===== config.mk =====
export PLATFORM = sky130hd
export DESIGN_NAME = wide_add_seq
export DESIGN_NICKNAME = d
export VERILOG_FILES = /design/src/rtl/wide_add_seq_pkg.sv /design/src/rtl/wide_add_seq_limb_add32.sv /design/src/rtl/wide_add_seq.sv
export SDC_FILE = /design/constraint.sdc
export NUM_CORES = 1
export LEC_CHECK = 0
export BUFFER_PORTS_ARGS = -buffer_cell sky130_fd_sc_hd__buf_2
export CORE_MARGIN = 8
export CORE_UTILIZATION = 55
export DETAILED_ROUTE_END_ITERATION = 10
export GPL_ROUTABILITY_DRIVEN = 0
export PLACE_DENSITY = 0.83
export SLEW_MARGIN = 30
export SYNTH_ARGS = -nofsm -noshare
export SYNTH_HDL_FRONTEND = slang
export SYNTH_SLANG_ARGS = --single-unit

===== constraint.sdc =====
create_clock -name clk -period 10.9 [get_ports clk]
set_clock_uncertainty 0.05 [all_clocks]
set_input_delay 1.09 -clock clk [delete_from_list [all_inputs] [get_ports clk]]
set_output_delay 1.09 -clock clk [all_outputs]
set_load 0.02 [all_outputs]

===== src/rtl/wide_add_seq_pkg.sv =====
// Shared definitions for the wide sequential adder: FSM encoding,
// default geometry and the limb-index width helper.
package wide_add_seq_pkg;

  typedef enum logic [1:0] {
    IDLE = 2'd0,
    RUN  = 2'd1,
    DONE = 2'd2
  } state_t;

  localparam int unsigned DEF_WIDTH = 128;
  localparam int unsigned DEF_LIMB  = 32;
  localparam int unsigned DEF_NLIMB = DEF_WIDTH / DEF_LIMB;
  localparam int unsigned DEF_IDX_W = $clog2(DEF_NLIMB);

  // Index register width; never narrower than one bit.
  function automatic int unsigned idx_width(input int unsigned nlimb);
    return (nlimb > 1) ? $clog2(nlimb) : 1;
  endfunction

endpackage


===== src/rtl/wide_add_seq_limb_add32.sv =====
// Combinational LIMB-bit adder built from 4-bit carry-lookahead groups;
// also exposes the carry into the top bit for overflow detection.
module limb_add32 #(
  parameter int unsigned LIMB = 32
) (
  input  logic [LIMB-1:0] a,
  input  logic [LIMB-1:0] b,
  input  logic            cin,
  output logic [LIMB-1:0] s,
  output logic            cout,
  output logic            c_msb_in
);

  localparam int unsigned GS = 4;
  localparam int unsigned NG = (LIMB + GS - 1) / GS;

  logic [LIMB-1:0] g;
  logic [LIMB-1:0] p;
  logic [LIMB:0]   c;
  logic [NG:0]     gc;
  logic            gg;
  logic            gp;
  int unsigned     bi;

  always_comb begin
    g  = a & b;
    p  = a ^ b;
    gc = '0;
    c  = '0;
    gg = 1'b0;
    gp = 1'b1;
    bi = 0;
    gc[0] = cin;
    // Group generate/propagate first, so group carries chain without per-bit ripple.
    for (int unsigned k = 0; k < NG; k++) begin
      gg = 1'b0;
      gp = 1'b1;
      for (int unsigned j = 0; j < GS; j++) begin
        bi = k * GS + j;
        if (bi < LIMB) begin
          gg = g[bi] | (p[bi] & gg);
          gp = gp & p[bi];
        end
      end
      gc[k+1] = gg | (gp & gc[k]);
    end
    for (int unsigned k = 0; k < NG; k++) begin
      c[k*GS] = gc[k];
      for (int unsigned j = 0; j < GS; j++) begin
        bi = k * GS + j;
        if (bi < LIMB) begin
          if ((j == GS - 1) || (bi == LIMB - 1)) begin
            c[bi+1] = gc[k+1];
          end else begin
            c[bi+1] = g[bi] | (p[bi] & c[bi]);
          end
        end
      end
    end
  end

  assign s        = p ^ c[LIMB-1:0];
  assign cout     = c[LIMB];
  assign c_msb_in = c[LIMB-1];

endmodule


===== src/rtl/wide_add_seq.sv =====
// Multi-cycle WIDTH-bit add/subtract that reuses one LIMB-bit adder,
// one limb per cycle, with valid/ready handshakes on both sides.
module wide_add_seq
  import wide_add_seq_pkg::*;
#(
  parameter int unsigned WIDTH = DEF_WIDTH,
  parameter int unsigned LIMB  = DEF_LIMB
) (
  input  logic             clk,
  input  logic             rst,
  input  logic             in_valid,
  output logic             in_ready,
  input  logic [WIDTH-1:0] a,
  input  logic [WIDTH-1:0] b,
  input  logic             sub,
  output logic             out_valid,
  input  logic             out_ready,
  output logic [WIDTH-1:0] sum,
  output logic             cout,
  output logic             ovf
);

  localparam int unsigned NLIMB = WIDTH / LIMB;
  localparam int unsigned IDXW  = idx_width(NLIMB);

  state_t           state_q, state_d;
  logic [WIDTH-1:0] a_q, a_d;
  logic [WIDTH-1:0] b_q, b_d;
  logic [WIDTH-1:0] sum_q, sum_d;
  logic [IDXW-1:0]  idx_q, idx_d;
  logic             carry_q, carry_d;
  logic             cout_q, cout_d;
  logic             ovf_q, ovf_d;

  logic [LIMB-1:0]  limb_a;
  logic [LIMB-1:0]  limb_b;
  logic [LIMB-1:0]  limb_s;
  logic             limb_co;
  logic             limb_cm;

  limb_add32 #(
    .LIMB(LIMB)
  ) u_limb (
    .a        (limb_a),
    .b        (limb_b),
    .cin      (carry_q),
    .s        (limb_s),
    .cout     (limb_co),
    .c_msb_in (limb_cm)
  );

  always_ff @(posedge clk) begin
    if (rst) begin
      state_q <= IDLE;
      a_q     <= '0;
      b_q     <= '0;
      sum_q   <= '0;
      idx_q   <= '0;
      carry_q <= 1'b0;
      cout_q  <= 1'b0;
      ovf_q   <= 1'b0;
    end else begin
      state_q <= state_d;
      a_q     <= a_d;
      b_q     <= b_d;
      sum_q   <= sum_d;
      idx_q   <= idx_d;
      carry_q <= carry_d;
      cout_q  <= cout_d;
      ovf_q   <= ovf_d;
    end
  end

  always_comb begin
    state_d = state_q;
    a_d     = a_q;
    b_d     = b_q;
    sum_d   = sum_q;
    idx_d   = idx_q;
    carry_d = carry_q;
    cout_d  = cout_q;
    ovf_d   = ovf_q;
    limb_a  = '0;
    limb_b  = '0;

    for (int unsigned k = 0; k < NLIMB; k++) begin
      if (idx_q == IDXW'(k)) begin
        limb_a = a_q[k*LIMB +: LIMB];
        limb_b = b_q[k*LIMB +: LIMB];
      end
    end

    unique case (state_q)
      IDLE: begin
        if (in_valid) begin
          // Subtraction as A + ~B + 1: invert B here, seed the carry with sub.
          a_d     = a;
          b_d     = b ^ {WIDTH{sub}};
          carry_d = sub;
          idx_d   = '0;
          state_d = RUN;
        end
      end
      RUN: begin
        for (int unsigned k = 0; k < NLIMB; k++) begin
          if (idx_q == IDXW'(k)) begin
            sum_d[k*LIMB +: LIMB] = limb_s;
          end
        end
        carry_d = limb_co;
        idx_d   = idx_q + 1'b1;
        if (idx_q == IDXW'(NLIMB - 1)) begin
          cout_d  = limb_co;
          ovf_d   = limb_co ^ limb_cm;
          state_d = DONE;
        end
      end
      DONE: begin
        if (out_ready) begin
          state_d = IDLE;
        end
      end
      default: state_d = IDLE;
    endcase
  end

  assign in_ready  = (state_q == IDLE);
  assign out_valid = (state_q == DONE);
  assign sum       = sum_q;
  assign cout      = cout_q;
  assign ovf       = ovf_q;

endmodule


==> out/results.ini <==
[floorplanning]
dieArea_mm2=0.03899
rows=66
initial_core_util_pct=55.81
die_h_um=197.5
die_w_um=197.5
ios=393
core_area_mm2=0.03245

[critical_path]
critical-path-max-stage-delay_ps=850
worstPathRequired_ps=11310
crit_slowest_cell=buf_4
start_kind=flip-flop
crit_chain=ha_4, buf_4, o21ai_0, ha_1, nand4_1, o21bai_1, a21oi_1, o21a_1, o21a_1, nor2_1, fa_1, fa_1, fa_1, xnor2_1, nand2_1, a21oi_1
path_class=flip-flop to flip-flop
critical_path.max_fanout=101
cp_num_buf_inv=1
crit_path_end_kind=flip-flop
crit_top_cell=fa_1
startpoint=idx_q[0]
critPathArrivalTime_ps=6560
r2r-start=idx_q[0]
cpLargestDelayFamily=adder cells

[logic_synthesis]
syn_inst=2320
synthTopCellsByCount=448 x nand2_1, 395 x nor2_1, 391 x dfxtp_1
synthTopCellsByArea=dfxtp_1 43%, a21oi_1 9.9%, nand2_1 9.3%
synth_edf_count=0
ys_ff_latch=391
yosysWarnings=0
synthDistinctLibCells=33
yosys.cell_count.top_type=nand2_1
synthFlopType=dfxtp_1
yosys.area.top_type_share_pct=43.22
syn_area_mm2=0.01811
ys_async_sr_fraction_pct=0
avgSynthCellArea_um2=7.807
synth_seq_area_share_pct=43.22
yosys.area.top_type=dfxtp_1
syn-num-nets=2641

[clock_tree]
clkSinkCount=391
cts.path.max_buffers=3
cts.clk_slew.worst_paths_ps=60
cts_buffers=40
ctsResizeCount=0
cts-htree-levels=2
post_cts_buffers=0
postCtsHoldBufs=0
cts_root_buf=clkbuf_16
cts_tree=done
clock_latency_ps=540

[sta]
tns_ps=0
fin_crit_sh_pct=56.48
rsz0062_at_grt=no
timing.slew.headroom_pct=38.18
drv_slew=0
fin_crit_ps=6157
hold_viol=0
fmax_ghz=0.1624
tightest_slew_ps=927.2
setup_violations=0

[layout]
nFillCells=2779
final_cell_count_no_fill=3046
fin_util_pct=65.61
nets=2889
drive_above_1_share_pct=18.57
area.growth.synth_to_final_pct=17.56

[pwr]
ir_drop_uv=103.1
powerDensity_mw_per_mm2=166.1
leakagePower_nw=8.960

[drt]
dr.pass1.iters=5
ant_nets=0
drt-initial-drc-count=1578
detail_route.drc_violations=0
drt-total-wl_um=59840
wl_per_cell_um=19.64
avgViaCountPerCell=5.594
vias=17040

[grt]
grt_pass1_wl_um=90270
grt_pass1_vias=16450
grt_util_all_layers_pct=29.29
antenna_found_initial=4
grt-ovfl-total=0
grt_max_degree=168

[place]
dp_hpwl_um=44170
dp.cells=2966
io_buffers=392

[hold_path]
hold_start=sum[38]
hp-class=flip-flop to flip-flop

[run_status]
status=complete, no violations

[run]
maxCapViolCount=0

-- cell type report --
cell class	count	area, µm²	share of cell area (%)
Sequential cell	391	7828	36.76
Tap cell	442	553.0	2.597
Inverter	10	37.54	0.1763
Clock buffer	54	1125	5.283
Antenna cell	8	20.02	0.09402
Multi-Input combinational cell	1720	9479	44.52
Clock inverter	16	115.1	0.5406
Timing Repair Buffer	405	2135	10.03
-- through the flow --
step / total power, W / setup slack, ps / hold slack [ps] / cell area (µm²)
floorplan: 0.002005 / 6297 / 386.6 / 18110
global placement: 0.002219 / 5076 / 391.0 / 19950
detailed placement: 0.002236 / 4921 / 394.6 / 19960
CTS: 0.003532 / 4857 / 403.7 / 21200
global route: 0.003670 / 4411 / 418.2 / 21280
finish: 0.003536 / 4743 / 403.0 / 21290
-- worst min-delay path, delay by kind of cell, from the launching register on --
family	cells	cell delay [ps]
flops	1	310
compound gates	1	50
simple gates	1	50
-- placed cells by master (no fill, tap or decap), types with 24 or more instances in the layout --
cell type	instances
nor2_1	395
a21o_1	42
a211oi_1	214
nand2_1	447
fa_1	24
dfxtp_1	391
buf_2	390
a21oi_1	359
xnor2_1	136
clkbuf_16	41
ha_1	32
o21ai_0	27
-- worst paths after layout --
path                  end  slack [ps]  depth (start not counted)
hold reg to reg   sum[38]         400                          2
hold / removal    sum[38]         400                          2
setup / recovery  sum[31]        4740                         16
setup reg to reg  sum[31]        4740                         16
-- layer usage --
layer	global-route usage [%]	wire length, µm
met1	38.48	24620
met4	13.54	2532
met3	6.031	5784
met5	0	0
met2	45.83	26900
-- logic make-up after synthesis --
kind of cell    after synthesis  share of synthesized area [%]
xor+xnor                    136                          6.577
mux                           1                        0.05527
buf+inv                     209                          4.774
compound gates              656                          21.89
fa+ha+maj                    60                          5.140
simple gates                867                          18.34
flops                       391                          43.22
-- registers in the layout, indices dropped and copies added, names as in the netlist --
signal,count
a_q,128
b_q,128
sum,128
idx_q,2
state_q,2
carry_q,1
cout,1
ovf,1
-- power breakdown --
group          switching [W]  total [W]  internal [W]
clock network       0.000566    0.00131      0.000748
logic               0.000417   0.000644      0.000227
registers          0.0000567    0.00158       0.00152
total                0.00104    0.00354       0.00250
(Power assumes the default switching activity.)
